## src/rtl/pb_cmd_arbiter.sv

```systemverilog
// pb_cmd_arbiter: collects one-cycle press pulses from N_PB debouncers,
// latches them, arbitrates round-robin and queues the winning button IDs
// in a small first-word-fall-through FIFO for the test-sequence controller.
// Presses that arrive while their button is still waiting are counted as
// drops in a saturating counter.
module pb_cmd_arbiter #(
  parameter int N_PB  = 4,
  parameter int ID_W  = 2,
  parameter int DEPTH = 4
) (
  input  logic            i_clk,
  input  logic            i_reset,
  input  logic [N_PB-1:0] i_pb_down,
  input  logic            i_cmd_ready,
  output logic            o_cmd_valid,
  output logic [ID_W-1:0] o_cmd_id,
  output logic [7:0]      o_drop_count,
  output logic [7:0]      o_debug
);

  localparam int PTR_W = $clog2(DEPTH);
  localparam int CNT_W = PTR_W + 1;

  // Reset release synchroniser. Assertion clears the block immediately;
  // release reaches the state flops two edges later, aligned to i_clk.
  logic [1:0] rst_sync_q;
  logic       rst_n;

  // Shift a one into the synchroniser after i_reset is released.
  always_ff @(posedge i_clk or negedge i_reset) begin
    // NOTE: clocked state uses non-blocking assignments so every flop
    // samples the pre-edge values, independent of process order.
    if (!i_reset) rst_sync_q <= '0;
    else          rst_sync_q <= {rst_sync_q[0], 1'b1};
  end

  assign rst_n = rst_sync_q[1];

  // State
  logic [N_PB-1:0]  pending_q,    pending_d;
  logic [ID_W-1:0]  last_grant_q, last_grant_d;
  logic [PTR_W-1:0] wr_ptr_q,     wr_ptr_d;
  logic [PTR_W-1:0] rd_ptr_q,     rd_ptr_d;
  logic [CNT_W-1:0] count_q,      count_d;
  logic [7:0]       drop_count_q, drop_count_d;
  logic             drop_flag_q,  drop_flag_d;
  logic [ID_W-1:0]  mem_q [DEPTH];

  // Combinational helpers
  logic             fifo_has_room;
  logic             grant_valid;
  logic [ID_W-1:0]  grant_idx;
  logic [ID_W-1:0]  cand;
  logic             drop_any;
  logic             push;
  logic             pop;
  logic [3:0]       debug_pend;
  logic [2:0]       debug_cnt;

  // The full check uses the registered count only, so a pop in the same
  // cycle never makes room for a push.
  assign fifo_has_room = (count_q < CNT_W'(DEPTH));

  // Round-robin search over registered pending, starting just above the
  // last granted index and wrapping.
  always_comb begin
    // NOTE: every variable gets a default before any conditional update,
    // otherwise paths that skip the assignment would infer latches.
    grant_valid = 1'b0;
    grant_idx   = '0;
    cand        = '0;
    if (fifo_has_room) begin
      for (int off = 1; off <= N_PB; off++) begin
        cand = ID_W'((int'(last_grant_q) + off) % N_PB);
        if (!grant_valid && pending_q[cand]) begin
          grant_valid = 1'b1;
          grant_idx   = cand;
        end
      end
    end
  end

  // Pending latch update and drop detection. A press on a bit that is
  // being granted this cycle is kept; a press on a bit still waiting is lost.
  always_comb begin
    pending_d = pending_q;
    drop_any  = 1'b0;
    for (int k = 0; k < N_PB; k++) begin
      if (i_pb_down[k]) begin
        pending_d[k] = 1'b1;
        if (pending_q[k] && !(grant_valid && grant_idx == ID_W'(k))) drop_any = 1'b1;
      end else if (grant_valid && grant_idx == ID_W'(k)) begin
        pending_d[k] = 1'b0;
      end
    end
  end

  assign push        = grant_valid;
  assign o_cmd_valid = (count_q != '0);
  assign pop         = o_cmd_valid && i_cmd_ready;

  // FIFO pointers, count, arbiter history and drop statistics.
  always_comb begin
    wr_ptr_d     = push ? wr_ptr_q + PTR_W'(1) : wr_ptr_q;
    rd_ptr_d     = pop  ? rd_ptr_q + PTR_W'(1) : rd_ptr_q;
    last_grant_d = push ? grant_idx : last_grant_q;
    count_d      = count_q;
    case ({push, pop})
      2'b10:   count_d = count_q + CNT_W'(1);
      2'b01:   count_d = count_q - CNT_W'(1);
      default: count_d = count_q;
    endcase
    drop_count_d = (drop_any && drop_count_q != 8'hFF) ? drop_count_q + 8'd1 : drop_count_q;
    drop_flag_d  = drop_flag_q | drop_any;
  end

  // Control state register; cleared as a whole by reset.
  always_ff @(posedge i_clk or negedge rst_n) begin
    if (!rst_n) begin
      pending_q    <= '0;
      last_grant_q <= ID_W'(N_PB - 1);
      wr_ptr_q     <= '0;
      rd_ptr_q     <= '0;
      count_q      <= '0;
      drop_count_q <= '0;
      drop_flag_q  <= 1'b0;
    end else begin
      pending_q    <= pending_d;
      last_grant_q <= last_grant_d;
      wr_ptr_q     <= wr_ptr_d;
      rd_ptr_q     <= rd_ptr_d;
      count_q      <= count_d;
      drop_count_q <= drop_count_d;
      drop_flag_q  <= drop_flag_d;
    end
  end

  // FIFO storage write.
  always_ff @(posedge i_clk) begin
    // NOTE: storage has no reset; entries are only visible through the
    // count, and the head output is forced to zero while empty.
    if (push) mem_q[wr_ptr_q] <= grant_idx;
  end

  assign o_cmd_id     = o_cmd_valid ? mem_q[rd_ptr_q] : '0;
  assign o_drop_count = drop_count_q;

  // Debug fields, zero-padded when fewer than four buttons or a narrow count.
  always_comb begin
    debug_pend = '0;
    debug_cnt  = '0;
    for (int k = 0; k < 4; k++) begin
      if (k < N_PB) debug_pend[k] = pending_q[k];
    end
    for (int k = 0; k < 3; k++) begin
      if (k < CNT_W) debug_cnt[k] = count_q[k];
    end
  end

  assign o_debug = {debug_pend, debug_cnt, drop_flag_q};

endmodule

```

## config.mk

```make
export PLATFORM = sky130hd
export DESIGN_NAME = pb_cmd_arbiter
export DESIGN_NICKNAME = d
export VERILOG_FILES = /design/src/rtl/pb_cmd_arbiter.sv
export SDC_FILE = /design/constraint.sdc
export NUM_CORES = 1
export LEC_CHECK = 0
export CAP_MARGIN = 25
export CORE_MARGIN = 3
export CORE_UTILIZATION = 45
export CTS_BUF_LIST = sky130_fd_sc_hd__clkbuf_8
export DETAILED_ROUTE_END_ITERATION = 7
export HOLD_SLACK_MARGIN = 0.08
export PLACE_DENSITY_LB_ADDON = 0.1
export SETUP_SLACK_MARGIN = 0.05
export SYNTH_ARGS = -nofsm -noshare
export SYNTH_HDL_FRONTEND = slang
export SYNTH_SLANG_ARGS = --single-unit
```

## constraint.sdc

```tcl
create_clock -name i_clk -period 2 [get_ports i_clk]
set_input_delay 0.6 -clock i_clk [delete_from_list [all_inputs] [get_ports i_clk]]
set_output_delay 0.6 -clock i_clk [all_outputs]
set_load 0.02 [all_outputs]
```

### Word level (Yosys, flattened, before mapping)

Memory sizes are Yosys's and may differ from the RTL's.
Index checks and enable logic that the tools add are counted.

| cells by class | value |
|---|---|
| $lt $le $gt $ge | 5 |
| reductions and logical operators | 27 |
| multiplexer cells | 41 |
| bitwise logic cells | 1 |
| add/sub/neg operators | 9 |
| equal/unequal tests | 6 |

Operators by type and width:

| kind | count |
|---|---|
| $mux 1 | 30 |
| $logic_and 1x1->1 | 13 |
| $lt 2x3->1 const B | 4 |
| $mux 2 | 6 |
| $reduce_bool 2->1 | 5 |
| $add 2x1->2 const B | 4 |
| $add 8x1->8 const B | 1 |
| $bmux 1 s2 | 4 |
| $ne 8x8->1 const B | 1 |
| $logic_not 1->1 | 7 |
| $eq 2x2->1 const B | 3 |
| $pmux 3 s2 | 1 |
| $add 2x2->2 const B | 2 |
| $eq 2x1->1 const B | 2 |
| $add 3x1->3 const B | 1 |
| $lt 3x3->1 const B | 1 |
| $reduce_bool 3->1 | 1 |
| $sub 3x1->3 const B | 1 |
| $logic_not 2->1 | 1 |
| $or 1x1->1 | 1 |

| storage, ports and cells | value |
|---|---|
| register bits | 24 |
| bits in writable memories | 8 |
| output and inout port bits | 19 |
| logic and storage cells | 101 |
| input port bits | 7 |
| memories kept | 1 |

Memories:

| name | depth | width | rd ports | clocked after Yosys merged registers in | write ports | line | source |
|---|---|---|---|---|---|---|---|
| mem_q | 4 | 2 | 1 | 0 | 1 | 47 | `logic [ID_W-1:0] mem_q [DEPTH];` |

### Logic depth before layout (Yosys ltp)

| logic depth | value |
|---|---|
| depth in word-level cells | 30 |
| depth in mapped cells | 10 |
| depth with buffers taken out | 9 |

### Worst setup path after synthesis

No wires, ideal clock.

| timing path | value |
|---|---|
| path type | flip-flop to flip-flop |
| start point | register count_q[2] |
| end point | register count_q[2] |
| cell stages (with the launch flop) | 11 |
| required time | 1920 ps |
| arrival time | 2235 ps |
| period minus slack after synthesis | 2315 ps |
| setup slack | -315 ps |
| library setup time | 80 ps |
| cell sequence | dfrtp_1 -> clkbuf_1 -> inv_1 -> nand3_1 -> and2_1 -> ha_1 -> inv_1 -> fa_1 -> xor2_1 -> nor2_1 -> xnor2_1 |

| between the ends | value |
|---|---|
| cells in the longest elaborated chain, start to end | 4 |
| elaborated cells on any way between the ends | 10 |
| classes of those cells | add/sub: 2; order compare: 1; eq/ne: 2; mux: 2; reduce/logical: 3 |

Ends and longest elaborated chain:

| what | line | source |
|---|---|---|
| start: declaration | 44 | `logic [CNT_W-1:0] count_q, count_d;` |
| start signal: assignment | 132 | `count_q <= count_d;` |
| $reduce_bool 3->1 (*) | 99 | `assign o_cmd_valid = (count_q != '0);` |
| via o_cmd_valid | 15 | `output logic o_cmd_valid,` |
| $logic_and 1x1->1 (*) | 100 | `assign pop = o_cmd_valid && i_cmd_ready;` |
| via pop | 56 | `logic pop;` |
| $eq 2x1->1 or $eq 2x2->1 (tied branches) | 108 | `case ({push, pop})` |
| $pmux 3 s2 or $reduce_bool 2->1 (tied branches) | -- |  |

The timed path passes the listed nets; every way through them passes the cells marked *.
A chain may end at the register's enable or synchronous reset.

### Worst setup path in the final report

| timing path | value |
|---|---|
| start point | register last_grant_q[1] |
| end point | register drop_count_q[7], in the netlist o_drop_count[7] |

| between the ends | value |
|---|---|
| cells in the longest elaborated chain, start to end | 30 |
| elaborated cells on any way between the ends | 56 |
| classes of those cells | add/sub: 4; eq/ne: 3; mux: 29; reduce/logical: 20 |

Ends and longest elaborated chain:

| what | line | source |
|---|---|---|
| start: declaration | 41 | `logic [ID_W-1:0] last_grant_q, last_grant_d;` |
| start signal: assignment | 121 | `last_grant_q <= ID_W'(N_PB - 1);` |
| start signal: assignment | 129 | `last_grant_q <= last_grant_d;` |
| $add 2x1->2 | 74 | `cand = ID_W'((int'(last_grant_q) + off) % N_PB);` |
| $bmux 1 s2 | 75 | `if (!grant_valid && pending_q[cand]) begin` |
| $mux 1 (implied by the code) | 75 |  |
| $mux 1 | 75 |  |
| $mux 1 | 72 | `if (fifo_has_room) begin` |
| $logic_not 1->1 | 75 |  |
| $logic_and 1x1->1 | 75 |  |
| $mux 1 | 75 |  |
| [... 14 more ...] | -- |  |
| $mux 1 | 89 | `if (i_pb_down[k]) begin` |
| $mux 1 | 91 | `if (pending_q[k] && !(grant_valid && grant_idx == ID_W'(k))) drop_any = 1'b1;` |
| $mux 1 | 89 |  |
| $mux 1 | 91 |  |
| $mux 1 | 89 |  |
| $mux 1 | 91 |  |
| $mux 1 (*) | 89 |  |
| $logic_and 1x1->1 (*) | 113 | `drop_count_d = (drop_any && drop_count_q != 8'hFF) ? drop_count_q + 8'd1 : drop_count_q;` |
| end signal: assignment | 133 | `drop_count_q <= drop_count_d;` |
| end: declaration | 45 | `logic [7:0] drop_count_q, drop_count_d;` |

Mark *: on every way between the ends. The rest lies on a longest branch, timed or not. The select of a mux whose other input is x is not followed.

==> summary.md <==
| Metric | Value |
|---|---|
| IO Pins | `26` |
| DR DRC count | `0` |
| Critical Path Fanout Max | `8` |
| Syn Inst Count | `144` |
| Final period utilization | `1.104` |
| DIE HEIGHT | `66.88 um` |
| Initial antenna violation count | `0` |
| Syn Area/Cell | `11.58 um^2` |
| Fill count | `267` |
| Clock sink count | `32` |
| Dpl hpwl | `2504 um` |
| Post-synth top cells | `22 x dfrtp_1, 13 x nand2_1, 11 x and2_1` |
| Pwr Density | `1807 nW/um^2` |
| Worst Slack Setup Final | `-0.2086 ns` |
| Failing checks | `negative setup slack` |
| Syn Nets | `158` |
| Post-Syn Area | `1668 um^2` |
| Register area share after synthesis | `0.5056` |
| Synthesis Warnings | `0` |
| First-pass DRT Iterations | `4` |
| Critical path, cell by cell | `buf_6, mux2_4, o22ai_2, and3_4, a221oi_4, buf_12, a211oi_2, mux2_1` |
| First-pass GRT wire length | `5685 um` |
| Vias in the first global route | `1261` |
| Cell row count | `21` |
| Critical Path RT | `2.16 ns` |
| Worst Setup End Kind | `flop` |
| Final core occ | `0.7019` |
| NumNets Final | `217` |
| Max-cap violation count | `0` |
| DRT antenna net count | `0` |
| Top_reg_cell synth | `dfrtp_1` |
| Status | `finished, violations left` |
| Yosys reg bits | `32` |
| Crit path kind | `flop to flop` |
| Via count | `1262` |
| Leakage power | `0.001084 uW` |
| # hold bufs at CTS | `0` |
| Antenna diodes | `0` |
| Post-synth EDFFs | `8` |
| Clock slew at reported path FFs | `0.06 ns` |
| Cell taking the most area after synthesis | `dfrtp_1` |
| Final hold violations | `0` |
| Crit-path leading delay family | `multiplexers` |
| Routed wire length | `3502 um` |
| Slowest-stage cell, CP | `dfstp_2` |
| Hold_ws | `0.2684 ns` |
| Die width | `66.88 um` |
| Initial DRC count | `13` |
| Worst relative slew slack | `0.5693` |
| Worst slew pin tran | `0.6461 ns` |
| Starting density of the core | `0.4846` |
| GPL Wtd Cong | `0.7947` |
| Peak Freq | `452.8 MHz` |
| CP bufs+invs | `2` |
| Crit path DAT | `2.37 ns` |
| Vias per inst | `5.048` |
| Synth top area share | `0.3301` |
| CTS root buffer | `clkbuf_8` |
| Setup violations, final | `9` |
| Total Power | `4366 uW` |
| Worst vdd ir | `0.9178 mV` |
| Synth async-reset ratio | `0.7500` |
| TritonCTS clock tree | `yes` |
| Port Buffers | `25` |
| Most frequent cell after synthesis | `dfrtp_1` |
| Clock buffer depth | `2` |
| Largest net degree at the start of global routing | `17` |
| RSZ-0062 raised after global routing | `true` |
| Setup crit start kind | `flop` |
| CP max stage delay | `0.58 ns` |
| Synthesis-to-layout area growth | `44.86%` |
| Worst skew pair latency | `0.28 ns` |
| Avg WL per Cell | `14.01 um` |
| Min-delay worst type | `flop to asynchronous set/reset pin` |
| Post-layout min period | `2.209 ns` |
| GRT Total Usage | `0.1731` |
| Pins Over Slew Limit | `0` |
| Share of cells above drive strength 1 | `0.3578` |
| Largest cells by area after synthesis | `dfrtp_1 33%, edfxtp_1 14%, ha_1 4.5%, and2_1 4.1%, mux2_1 4.1%` |
| Layout Skew | `0.004547 ns` |
| Total die area | `4473 um^2` |
| Total CTS buffers | `5` |
| Cell variety after synth | `41` |
| H-tree Lvls | `2` |
| Core Area | `3442 um^2` |
| Overflow after GRT | `0` |
[worst reg2reg max path: cells and delay by family, from the launching register on]
| family | cells | cell delay, ns |
|---|---|---|
| compound gates | 3 | 0.38 |
| buf+inv | 2 | 0.28 |
| simple gates | 1 | 0.21 |
| flops | 1 | 0.58 |
| mux | 2 | 0.64 |
[layer usage]
layer / vias to the layer above / share of wire / global-route usage
li1: 620 / - / -
met1: 611 / 0.45 / 0.2163
met2: 26 / 0.49 / 0.2698
met3: 5 / 0.036 / 0.04216
met4: 0 / 0.018 / 0.1013
met5: - / 0 / 0
[through the flow]
step                      instances  TNS [ns]  worst slack (ns)  instance area (um^2)
after floorplan                 144   -0.4687          -0.08568                  1689
after global placement          236    -4.126           -0.4649                  2153
after detailed placement        236    -4.597           -0.5214                  2153
after CTS                       247    -1.585           -0.2043                  2276
after global routing            250    -1.801           -0.2500                  2416
final                           250    -1.030           -0.2086                  2416
[worst paths after layout]
path	start	end	slack (ns)	cells after the start
worst min register to register	rst_sync_q[1]	o_drop_count[0]	0.27	0
worst max-delay path	last_grant_q[1]	o_drop_count[7]	-0.21	8
worst max register to register	last_grant_q[1]	o_drop_count[7]	-0.21	8
min in group i_clk	rst_sync_q[0]	rst_sync_q[1]	0.36	0
worst min-delay path	rst_sync_q[1]	o_drop_count[0]	0.27	0
max in group asynchronous	rst_sync_q[1]	last_grant_q[0]	1.09	1
[registers in the layout (all words and copies together), names as in the netlist]
name / cells
drop_flag_q: 1
o_drop_count: 8
mem_q: 8
rst_sync_q: 2
debug_pend: 4
count_q: 3
rd_ptr_q: 2
last_grant_q: 2
wr_ptr_q: 2
[cells in the final DEF, fill, tap and decap left out, types with 2 or more instances in the layout]
master	n
clkbuf_8	5
mux2_4	2
nor2_1	2
and2_4	4
xor2_1	4
buf_4	27
buf_6	5
dfrtp_2	5
o22ai_1	2
dlymetal6s2s_1	6
dfstp_2	2
ha_1	5
edfxtp_1	8
mux2i_1	2
xnor2_1	4
a21oi_1	4
clkdlybuf4s50_1	11
and2_1	7
nor2_4	3
nand2_1	13
a21oi_2	2
inv_1	10
a21o_1	4
inv_2	2
dlygate4sd2_1	6
dfrtp_1	17
a211o_1	2
mux4_2	2
nand4_1	3
nand2b_1	4
a31oi_1	2
mux2_1	5
[where the power goes]
part           internal, uW  switching [uW]
Combinational          1380            1270
Clock                   233             221
Sequential             1010             251
[cells by family after synthesis]
| logic type | after synthesis | synth area share |
|---|---|---|
| and+or+nand+nor | 43 | 0.1335 |
| DFF | 32 | 0.5056 |
| AOI/OAI and AO/OA | 28 | 0.1343 |
| buffers and inverters | 14 | 0.03901 |
| muxes | 11 | 0.08627 |
| xor gates and xnor gates | 8 | 0.04201 |
| adders and majority gates | 7 | 0.05701 |
| other | 1 | 0.002248 |
[final cells by class]
class | instances | area [um^2] | area share
multi-input cells | 98 | 873.3 | 0.3615
clock inverters | 3 | 12.51 | 0.005179
clock buffers | 5 | 68.82 | 0.02848
repair buffers | 56 | 516.7 | 0.2139
flip-flops and latches | 32 | 849.6 | 0.3516
well taps | 46 | 57.56 | 0.02382
inverters | 10 | 37.54 | 0.01554
[what timing repair did]
| action | CTS | global route |
|---|---|---|
| gates resized for setup | 24 | 32 |
| pin swaps | 4 | 11 |
| hold endpoints to repair | 0 | 0 |
| setup endpoints to repair | 19 | 20 |
| setup buffers | 4 | 5 |
Power figures use the tool's default switching activity.
